==> src/rtl/lock_pkg.sv <==
// Shared definitions for the keypad lock: FSM states, key codes and the
// hex-to-seven-segment encoder used by the display drivers.
package lock_pkg;

  typedef enum logic [2:0] {
    StLocked,
    StEntry,
    StOpen,
    StProgram,
    StAlarm
  } lock_state_e;

  localparam int unsigned NumPb    = 21;
  localparam int unsigned KeyEnter = 16;
  localparam int unsigned KeyClear = 17;
  localparam int unsigned KeyProg  = 18;

  // Segment order {dp, g, f, e, d, c, b, a}, active high, decimal point unused.
  function automatic logic [7:0] hex7seg(input logic [3:0] d);
    logic [7:0] s;
    case (d)
      4'h0:    s = 8'h3F;
      4'h1:    s = 8'h06;
      4'h2:    s = 8'h5B;
      4'h3:    s = 8'h4F;
      4'h4:    s = 8'h66;
      4'h5:    s = 8'h6D;
      4'h6:    s = 8'h7D;
      4'h7:    s = 8'h07;
      4'h8:    s = 8'h7F;
      4'h9:    s = 8'h6F;
      4'hA:    s = 8'h77;
      4'hB:    s = 8'h7C;
      4'hC:    s = 8'h39;
      4'hD:    s = 8'h5E;
      4'hE:    s = 8'h79;
      default: s = 8'h71;
    endcase
    return s;
  endfunction

endpackage

==> src/rtl/lock_keysync.sv <==
// Push-button front end: registers pb, detects rising edges and picks the
// single key that acts this cycle (clear > enter > program > lowest digit).
// The program key only participates when LOCK_PROGRAM_EN is defined.
module lock_keysync
  import lock_pkg::*;
(
  input  logic             hz100_i,
  input  logic             reset_i,
  input  logic [NumPb-1:0] pb_i,
  output logic             key_valid_o,
  output logic [4:0]       key_code_o
);

  localparam int unsigned UsedKeys = 19;

  logic [UsedKeys-1:0] pb_q;
  logic [UsedKeys-1:0] pb_prev_q;
  logic [UsedKeys-1:0] rise;

  logic unused_pb;
  assign unused_pb = ^pb_i[NumPb-1:UsedKeys];

  // Input register followed by a one-cycle history for edge detection.
  always_ff @(posedge hz100_i) begin
    if (reset_i) begin
      pb_q      <= '0;
      pb_prev_q <= '0;
    end else begin
      pb_q      <= pb_i[UsedKeys-1:0];
      pb_prev_q <= pb_q;
    end
  end

  assign rise = pb_q & ~pb_prev_q;

`ifndef LOCK_PROGRAM_EN
  logic unused_prog;
  assign unused_prog = rise[KeyProg];
`endif

  // Priority encode so exactly one key acts per cycle.
  always_comb begin
    key_valid_o = 1'b0;
    key_code_o  = '0;
    if (rise[KeyClear]) begin
      key_valid_o = 1'b1;
      key_code_o  = 5'(KeyClear);
    end else if (rise[KeyEnter]) begin
      key_valid_o = 1'b1;
      key_code_o  = 5'(KeyEnter);
`ifdef LOCK_PROGRAM_EN
    end else if (rise[KeyProg]) begin
      key_valid_o = 1'b1;
      key_code_o  = 5'(KeyProg);
`endif
    end else begin
      // Descending scan so the lowest-numbered digit wins.
      for (int k = 15; k >= 0; k--) begin
        if (rise[k]) begin
          key_valid_o = 1'b1;
          key_code_o  = 5'(k);
        end
      end
    end
  end

endmodule

==> src/rtl/lock_gen.sv <==
// Keypad combination lock. Digits shift into an entry buffer (digit 0 is the
// most recent), enter checks the code, repeated failures trigger a timed
// lockout. Define LOCK_PROGRAM_EN to allow reprogramming the code from OPEN.
module lock_gen
  import lock_pkg::*;
#(
  parameter int unsigned CODE_LEN      = 4,
  parameter logic [31:0] CODE_DEFAULT  = 32'h0000_1234,
  parameter int unsigned MAX_TRIES     = 3,
  parameter int unsigned LOCKOUT_TICKS = 500
) (
  input  logic        hz100,
  input  logic        reset,
  input  logic [20:0] pb,
  output logic [7:0]  ss7,
  output logic [7:0]  ss6,
  output logic [7:0]  ss5,
  output logic [7:0]  ss4,
  output logic [7:0]  ss3,
  output logic [7:0]  ss2,
  output logic [7:0]  ss1,
  output logic [7:0]  ss0,
  output logic [7:0]  left,
  output logic [7:0]  right,
  output logic        red,
  output logic        green,
  output logic        blue
);

  localparam int unsigned BufW  = 4 * CODE_LEN;
  localparam int unsigned CntW  = $clog2(CODE_LEN + 1);
  localparam int unsigned FailW = $clog2(MAX_TRIES + 1);
  localparam int unsigned TickW = (LOCKOUT_TICKS > 1) ? $clog2(LOCKOUT_TICKS) : 1;
  localparam logic [BufW-1:0] CodeInit = CODE_DEFAULT[BufW-1:0];

  logic        key_valid;
  logic [4:0]  key_code;
  logic        key_digit;
  logic        key_enter;
  logic        key_clear;

  lock_state_e      state_q, state_d;
  logic [BufW-1:0]  buf_q, buf_d;
  logic [CntW-1:0]  cnt_q, cnt_d;
  logic [FailW-1:0] fail_q, fail_d;
  logic [TickW-1:0] tick_q, tick_d;
  logic [BufW-1:0]  code_cur;
  logic [BufW-1:0]  buf_shift;
  logic [FailW-1:0] fail_inc;
  logic             cnt_full;
  logic [7:0]       ss_arr [8];
  logic [31:0]      buf_ext;

  lock_keysync u_keysync (
    .hz100_i     (hz100),
    .reset_i     (reset),
    .pb_i        (pb),
    .key_valid_o (key_valid),
    .key_code_o  (key_code)
  );

  assign key_digit = key_valid & ~key_code[4];
  assign key_enter = key_valid & (key_code == 5'(KeyEnter));
  assign key_clear = key_valid & (key_code == 5'(KeyClear));
  assign cnt_full  = (cnt_q == CntW'(CODE_LEN));
  assign fail_inc  = fail_q + 1'b1;

`ifdef LOCK_PROGRAM_EN
  logic             key_prog;
  logic [BufW-1:0]  code_q, code_d;
  assign key_prog = key_valid & (key_code == 5'(KeyProg));
  assign code_cur = code_q;
`else
  assign code_cur = CodeInit;
`endif

  // Next-state logic: key strobes drive entry and unlock, the tick counter times lockout.
  always_comb begin
    state_d   = state_q;
    buf_d     = buf_q;
    cnt_d     = cnt_q;
    fail_d    = fail_q;
    tick_d    = tick_q;
`ifdef LOCK_PROGRAM_EN
    code_d    = code_q;
`endif
    buf_shift      = buf_q << 4;
    buf_shift[3:0] = key_code[3:0];
    case (state_q)
      StLocked: begin
        if (key_digit) begin
          buf_d   = buf_shift;
          cnt_d   = CntW'(1);
          state_d = StEntry;
        end
      end
      StEntry: begin
        if (key_clear) begin
          buf_d   = '0;
          cnt_d   = '0;
          state_d = StLocked;
        end else if (key_enter) begin
          buf_d = '0;
          cnt_d = '0;
          if (cnt_full && (buf_q == code_cur)) begin
            state_d = StOpen;
            fail_d  = '0;
          end else begin
            fail_d = fail_inc;
            if (fail_inc == FailW'(MAX_TRIES)) begin
              state_d = StAlarm;
              tick_d  = '0;
            end else begin
              state_d = StLocked;
            end
          end
        end else if (key_digit && !cnt_full) begin
          buf_d = buf_shift;
          cnt_d = cnt_q + 1'b1;
        end
      end
      StOpen: begin
        if (key_clear) begin
          state_d = StLocked;
`ifdef LOCK_PROGRAM_EN
        end else if (key_prog) begin
          buf_d   = '0;
          cnt_d   = '0;
          state_d = StProgram;
`endif
        end
      end
`ifdef LOCK_PROGRAM_EN
      StProgram: begin
        if (key_clear) begin
          buf_d   = '0;
          cnt_d   = '0;
          state_d = StOpen;
        end else if (key_enter) begin
          if (cnt_full) begin
            code_d  = buf_q;
            buf_d   = '0;
            cnt_d   = '0;
            state_d = StOpen;
          end
        end else if (key_digit && !cnt_full) begin
          buf_d = buf_shift;
          cnt_d = cnt_q + 1'b1;
        end
      end
`endif
      StAlarm: begin
        // Keys are ignored; leave after exactly LOCKOUT_TICKS cycles in this state.
        if (tick_q == TickW'(LOCKOUT_TICKS - 1)) begin
          state_d = StLocked;
          fail_d  = '0;
          tick_d  = '0;
        end else begin
          tick_d = tick_q + 1'b1;
        end
      end
      default: state_d = StLocked;
    endcase
  end

  // State and datapath registers with synchronous reset.
  always_ff @(posedge hz100) begin
    if (reset) begin
      state_q <= StLocked;
      buf_q   <= '0;
      cnt_q   <= '0;
      fail_q  <= '0;
      tick_q  <= '0;
`ifdef LOCK_PROGRAM_EN
      code_q  <= CodeInit;
`endif
    end else begin
      state_q <= state_d;
      buf_q   <= buf_d;
      cnt_q   <= cnt_d;
      fail_q  <= fail_d;
      tick_q  <= tick_d;
`ifdef LOCK_PROGRAM_EN
      code_q  <= code_d;
`endif
    end
  end

  // Outputs decoded from the current state and buffer.
  always_comb begin
    red     = (state_q == StLocked) || (state_q == StEntry) || (state_q == StAlarm);
    green   = (state_q == StOpen);
`ifdef LOCK_PROGRAM_EN
    blue    = (state_q == StProgram) || (state_q == StAlarm);
`else
    blue    = (state_q == StAlarm);
`endif
    left    = 8'(fail_q);
    right   = 8'(cnt_q);
    buf_ext = 32'(buf_q);
    for (int n = 0; n < 8; n++) begin
      ss_arr[n] = 8'h00;
      if (n < int'(cnt_q)) begin
        ss_arr[n] = hex7seg(buf_ext[4*n +: 4]);
      end
    end
  end

  assign ss0 = ss_arr[0];
  assign ss1 = ss_arr[1];
  assign ss2 = ss_arr[2];
  assign ss3 = ss_arr[3];
  assign ss4 = ss_arr[4];
  assign ss5 = ss_arr[5];
  assign ss6 = ss_arr[6];
  assign ss7 = ss_arr[7];

endmodule

==> config.mk <==
export PLATFORM = sky130hd
export DESIGN_NAME = lock_gen
export DESIGN_NICKNAME = d
export VERILOG_FILES = /design/src/rtl/lock_pkg.sv /design/src/rtl/lock_keysync.sv /design/src/rtl/lock_gen.sv
export SDC_FILE = /design/constraint.sdc
export NUM_CORES = 1
export LEC_CHECK = 0
export ABC_AREA = 1
export BUFFER_PORTS_ARGS = -buffer_cell sky130_fd_sc_hd__buf_4
export CAP_MARGIN = 20
export CELL_PAD_IN_SITES_DETAIL_PLACEMENT = 0
export CELL_PAD_IN_SITES_GLOBAL_PLACEMENT = 1
export CORE_AREA = 2 2 120 122
export DETAILED_ROUTE_END_ITERATION = 7
export DIE_AREA = 0 0 122 124
export GPL_TIMING_DRIVEN = 0
export PLACE_DENSITY_LB_ADDON = 0.1
export SLEW_MARGIN = 20
export SYNTH_ARGS = -nofsm -noshare
export SYNTH_HDL_FRONTEND = slang
export SYNTH_SLANG_ARGS = --single-unit
==> constraint.sdc <==
create_clock -name hz100 -period 2.9 [get_ports hz100]
set_input_delay 0.145 -clock hz100 [delete_from_list [all_inputs] [get_ports hz100]]
set_output_delay 0.145 -clock hz100 [all_outputs]
set_load 0.05 [all_outputs]
# Word-level counts from Yosys, hierarchy flattened

Memory sizes are Yosys's and may differ from the RTL's. A register that Yosys moved wholly into a read port is not among the register bits.
Index checks and enable logic that the tools add are counted.

Bits in registers: 69
ROM bits: 448
Input bits: 23
Output and inout bits: 83
Logic and storage cells: 136
Memories kept: 4

Memories:

| memory           | words | width | rd ports | clocked after memory_dff | wr ports | RTL line       | RTL |
|---|---|---|---|---|---|---|---|
| (name not given) | 16    | 7     | 1        | 1                        | 0        | lock_pkg.sv:21 | `case (d)` |
| (name not given) | 16    | 7     | 1        | 1                        | 0        | lock_pkg.sv:21 |  |
| (name not given) | 16    | 7     | 1        | 1                        | 0        | lock_pkg.sv:21 |  |
| (name not given) | 16    | 7     | 1        | 1                        | 0        | lock_pkg.sv:21 |  |

Add/sub/neg operators: 3
$lt $le $gt $ge: 7
Equality and inequality tests: 18
Muxes and demuxes: 79
Bitwise operators: 6
Reductions and logical operators: 12

Operators by type and width:

| cell                   | number |
|---|---|
| $mux W4                | 24 |
| $mux W16               | 4 |
| $mux W9                | 5 |
| $mux W8                | 4 |
| $pmux W16 S2           | 1 |
| $mux W3                | 10 |
| $and A18 B18 Y18       | 1 |
| $mux W1                | 18 |
| $mux W6                | 3 |
| $not A18 Y18           | 1 |
| $pmux W9 S2            | 1 |
| $eq A16 B13 Y1 const B | 1 |
| $pmux W3 S4            | 1 |
| $eq A5 B5 Y1 const B   | 2 |
| $mux W5                | 2 |
| $ne A2 B2 Y1 const B   | 5 |
| $add A9 B1 Y9 const B  | 1 |
| $eq A9 B9 Y1 const B   | 1 |
| $lt A3 B3 Y1 const A   | 3 |
| $mux W2                | 4 |
| $reduce_and A4 Y1      | 2 |
| $eq A3 B3 Y1 const B   | 2 |
| $lt A1 B3 Y1 const A   | 2 |
| $lt A2 B3 Y1 const A   | 2 |
| other kinds (19)       | 25 |

# Depth between registers and ports, before layout

Word-level depth: 29
Gate-level depth with buffers: 26
Depth with buffers taken out: 26

# Modules after synthesis

From an unflattened synthesis, not the netlist that was laid out.

Cell total of the unflattened synthesis: 793
Area, all modules: 5514.0 um2

By module, submodules not included:

| module       | times used | cells each | area each (um2) |
|---|---|---|---|
| lock_gen     | 1          | 621        | 4210.3 |
| lock_keysync | 1          | 172        | 1303.8 |

# Worst setup path before layout

OpenSTA, ideal clock, no wires.

Path kind: register -> register
Start point: register cnt_q[0]
End point: register with a tool-made name
Setup time: 113 ps
Data arrival time: 2740 ps
Setup slack: 47 ps
Cell stages (with the launch flop): 17
Buffers on the path: 2
Period minus slack after synthesis: 2853 ps
Path through: dfxtp_1 inv_1 ha_1 nand2_1 inv_1 o21ai_4 nand3_4 buf_6 buf_6 nand2_2 o21ai_2 nor2_1 inv_1 ha_1 nand3b_1 nand3_1 nand2_1

RTL lines:

| what                   | RTL line        | RTL |
|---|---|---|
| start, declared        | lock_gen.sv:44  | `logic [CntW-1:0] cnt_q, cnt_d;` |
| start signal, assigned | lock_gen.sv:180 | `cnt_q <= cnt_d;` |

==> results.toml <==
[run_status]
outcome = "finished, final reports clean"

[grt]
antenna_found_initial = 0
grt_pass1_wl_um = 18600
grt.total_usage_pct = 15.4
first_global_vias = 4282
grt_max_degree = 18
grt-ovfl-total = 0

[setup_path]
crit_type = "flop to flop"
timing.critical_path.buf_inv = 5
cpLargestDelayFamily = "simple AND/OR/NAND/NOR gates"
slowest_delay_ns = 0.45
worstSetupStartpointType = "flop"
r2r_start = "cnt_q[0]"
crit_fanout = 10
cp_slowest_cell = "dfxtp_1"
crit_path_end_kind = "flop"
critPathLaunch = "cnt_q[0]"
required_ns = 3.14
cp.arrival_ns = 2.97
crit_chain = "inv_1 -> ha_1 -> nand2_1 -> inv_1 -> o21ai_4 -> nand3_4 -> buf_12 -> buf_6 -> nand2_2 -> o21ai_2 -> nor2_2 -> inv_2 -> ha_1 -> nand3b_1 -> nand3_1 -> nand2_1"
r2r_slack_ns = 0.17

[power]
switching_share_pct = 36.5
ir_drop_v = 0.000316
switching_power_uw = 1440
power_frac_comb_pct = 32.3
power.density_mw_per_mm2 = 573
p_int_uw = 2500
p_seq_share_pct = 39.1
clkPwrFrac_pct = 28.6
leakage_uw = 0.00370

[yosys]
syn_area_per_cell_um2 = 7.16
post-synth-top-count-cell = "nand2_1"
yosysSeqAreaShare_pct = 35.8
synth_cell_types = 44
synth_cells = 758
synth-main-ff-cell = "dfxtp_1"
yosys-top-cells-count = "146 x nand2_1, 143 x inv_1, 109 x nor2_1, 97 x dfxtp_1, 44 x buf_4"
yosysTopAreaCell = "dfxtp_1"
synth-seq-cells = 97
synthArstFlopShare_pct = 0
yosysTopAreaCellShare_pct = 35.8
synth.cell_area_mm2 = 0.00543
synth.area.top_cells = "dfxtp_1 36%, nand2_1 10%, inv_1 9.9%"
synth_edf_count = 0
ys_warn_count = 0

[timing]
timing.final.crit_period_ns = 2.73
skew_ns = 0.00741
tightest_slew_ns = 0.959
fmax_mhz = 367
hold-worst-slack_ns = 0.0191
setup_viol_count_final = 0
setup_tns_ns = 0
maxSlewViolCount = 0
relSlewSlack_pct = 35.6
fin_crit_sh_pct = 94.0
hold_viol = 0

[clock_tree]
cts_buffers = 9
htreeDepth = 3
cts_tree = "built"
insertion_delay_ns = 0.35
numClockSinks = 97
clock_path_buffers = 2
clk_pin_slew_ns = 0.07
clock-root-buffer = "clkbuf_16"

[finish]
ff_latch_area_mm2 = 0.00194
drive_gt1_share_pct = 24.3
fin_util_pct = 50.2
final_cell_area_mm2 = 0.00688
fillers = 1386
antenna_cells = 0
nNetsFinal = 950
final-instance-count-excl-fill = 1084
multi_input_area_mm2 = 0.00263
syn2layout_area_growth_pct = 26.8

[place]
placement.io_buffers = 73
hpwl_um = 8550
gp_congestion = 0.861
placedCellCount = 1039
dpl_cell_area_mm2 = 0.00630

[routing]
drt-initial-drc-count = 172
avgViaCountPerCell = 4.25
postRouteAntennaNets = 0
wire_per_inst_um = 10.2
first_pass_iters = 4
remaining_drc_errors = 0
wirelength_um = 11000
vias = 4602

[run]
maxCapViolCount = 0

[min_path]
hold_start = "reset"
hold_path_class = "input pin to flop"

[floorplanning]
start_util_pct = 39.5
die_area_mm2 = 0.0151
io_pins = 106
die_y_um = 124
fp.dieW_um = 122
num_rows = 43
core-area_mm2 = 0.0137
==> worst paths after layout <==
| path | end | cells after the start |
|---|---|---|
| worst max-delay path | flop | 16 |
| worst min-delay path | buf_q[7] | 2 |
| worst max register to register | flop | 16 |
| worst min register to register | u_keysync.pb_prev_q[8] | 2 |
==> worst reg2reg max path, stage by stage (launching register included) <==
cell and delay [ns]:
dfxtp_1 0.45, inv_1 0.15, ha_1 0.22, nand2_1 0.11, inv_1 0.09, o21ai_4 0.16
nand3_4 0.11, buf_12 0.16, buf_6 0.15, nand2_2 0.06, o21ai_2 0.07, nor2_2 0.19
inv_2 0.09, ha_1 0.28, nand3b_1 0.16, nand3_1 0.11, nand2_1 0.05
==> power groups by stage <==
stage	combinational, uW	sequential, uW	clock [uW]
final	1270	1540	1130
after floorplan	951	1580	0
after detailed placement	1220	1570	0
after global placement	1210	1570	0
after CTS	1250	1540	1170
after global routing	1430	1560	1220
==> cell families (layout without fill, tap and decap cells) <==
| group | Yosys count | in the layout | share of synthesized area (%) |
|---|---|---|---|
| XOR/XNOR | 2 | 2 | 0.323 |
| other | 1 | 29 | 0.0691 |
| AND/OR/NAND/NOR | 361 | 361 | 31.3 |
| AO/OA/AOI/OAI | 59 | 59 | 7.93 |
| buffers and inverters | 210 | 328 | 18.1 |
| flip-flops | 97 | 97 | 35.8 |
| adder cells (fa/ha/maj) | 28 | 28 | 6.46 |
==> timing repair <==
action,in CTS,in global routing
hold buffers,18,0
pin swaps,0,6
cloned,0,0
buffers inserted,0,11
hold endpoints to repair,18,0
gates resized for setup,1,11
setup endpoints to repair,1,13
==> cells in the final DEF (no fill, tap or decap), types with 4 or more instances in the layout <==
cell | synthesis | routed
a21oi_1 | 12 | 12
buf_4 | 44 | 128
clkbuf_1 | 7 | 7
clkbuf_16 | 0 | 9
clkinv_4 | 0 | 4
conb_1 | 1 | 29
dfxtp_1 | 97 | 97
dlygate4sd3_1 | 0 | 18
ha_1 | 28 | 28
inv_1 | 143 | 141
inv_2 | 8 | 10
nand2_1 | 146 | 143
nand2_2 | 14 | 17
nand2_4 | 6 | 6
nand3_1 | 31 | 31
nand3_2 | 4 | 4
nand4_1 | 5 | 5
nor2_1 | 109 | 107
nor2_2 | 4 | 5
nor2_4 | 7 | 8
nor3_1 | 11 | 11
o21ai_0 | 11 | 10
o21ai_1 | 16 | 17
o21ai_2 | 5 | 4
o21ai_4 | 6 | 7
or2_1 | 11 | 11
==> routing by layer <==
metal | global-route usage (%) | part of all wire, % | vias to the layer above
li1 | - | - | 2494
met1 | 17.5 | 44 | 2014
met2 | 28.0 | 50 | 84
met3 | 3.02 | 4.8 | 10
met4 | 6.61 | 1.6 | 0
met5 | 0 | 0 | -
==> layout make-up <==
class | count | area share [%]
multi-input combinational | 479 | 38.2
sequential | 97 | 28.2
timing repair buffer | 102 | 11.8
inverter | 154 | 8.45
buffer | 56 | 5.95
clock buffer | 9 | 3.27
tap | 180 | 3.27
clock inverter | 7 | 0.818
==> through the flow <==
step	setup WS, ns	power (uW)
floorplan	0.0469	2530
global placement	0.0720	2780
detailed placement	0.00569	2790
CTS	0.00423	3960
global route	-0.00961	4210
finish	0.173	3940
(Power assumes the default switching activity.)
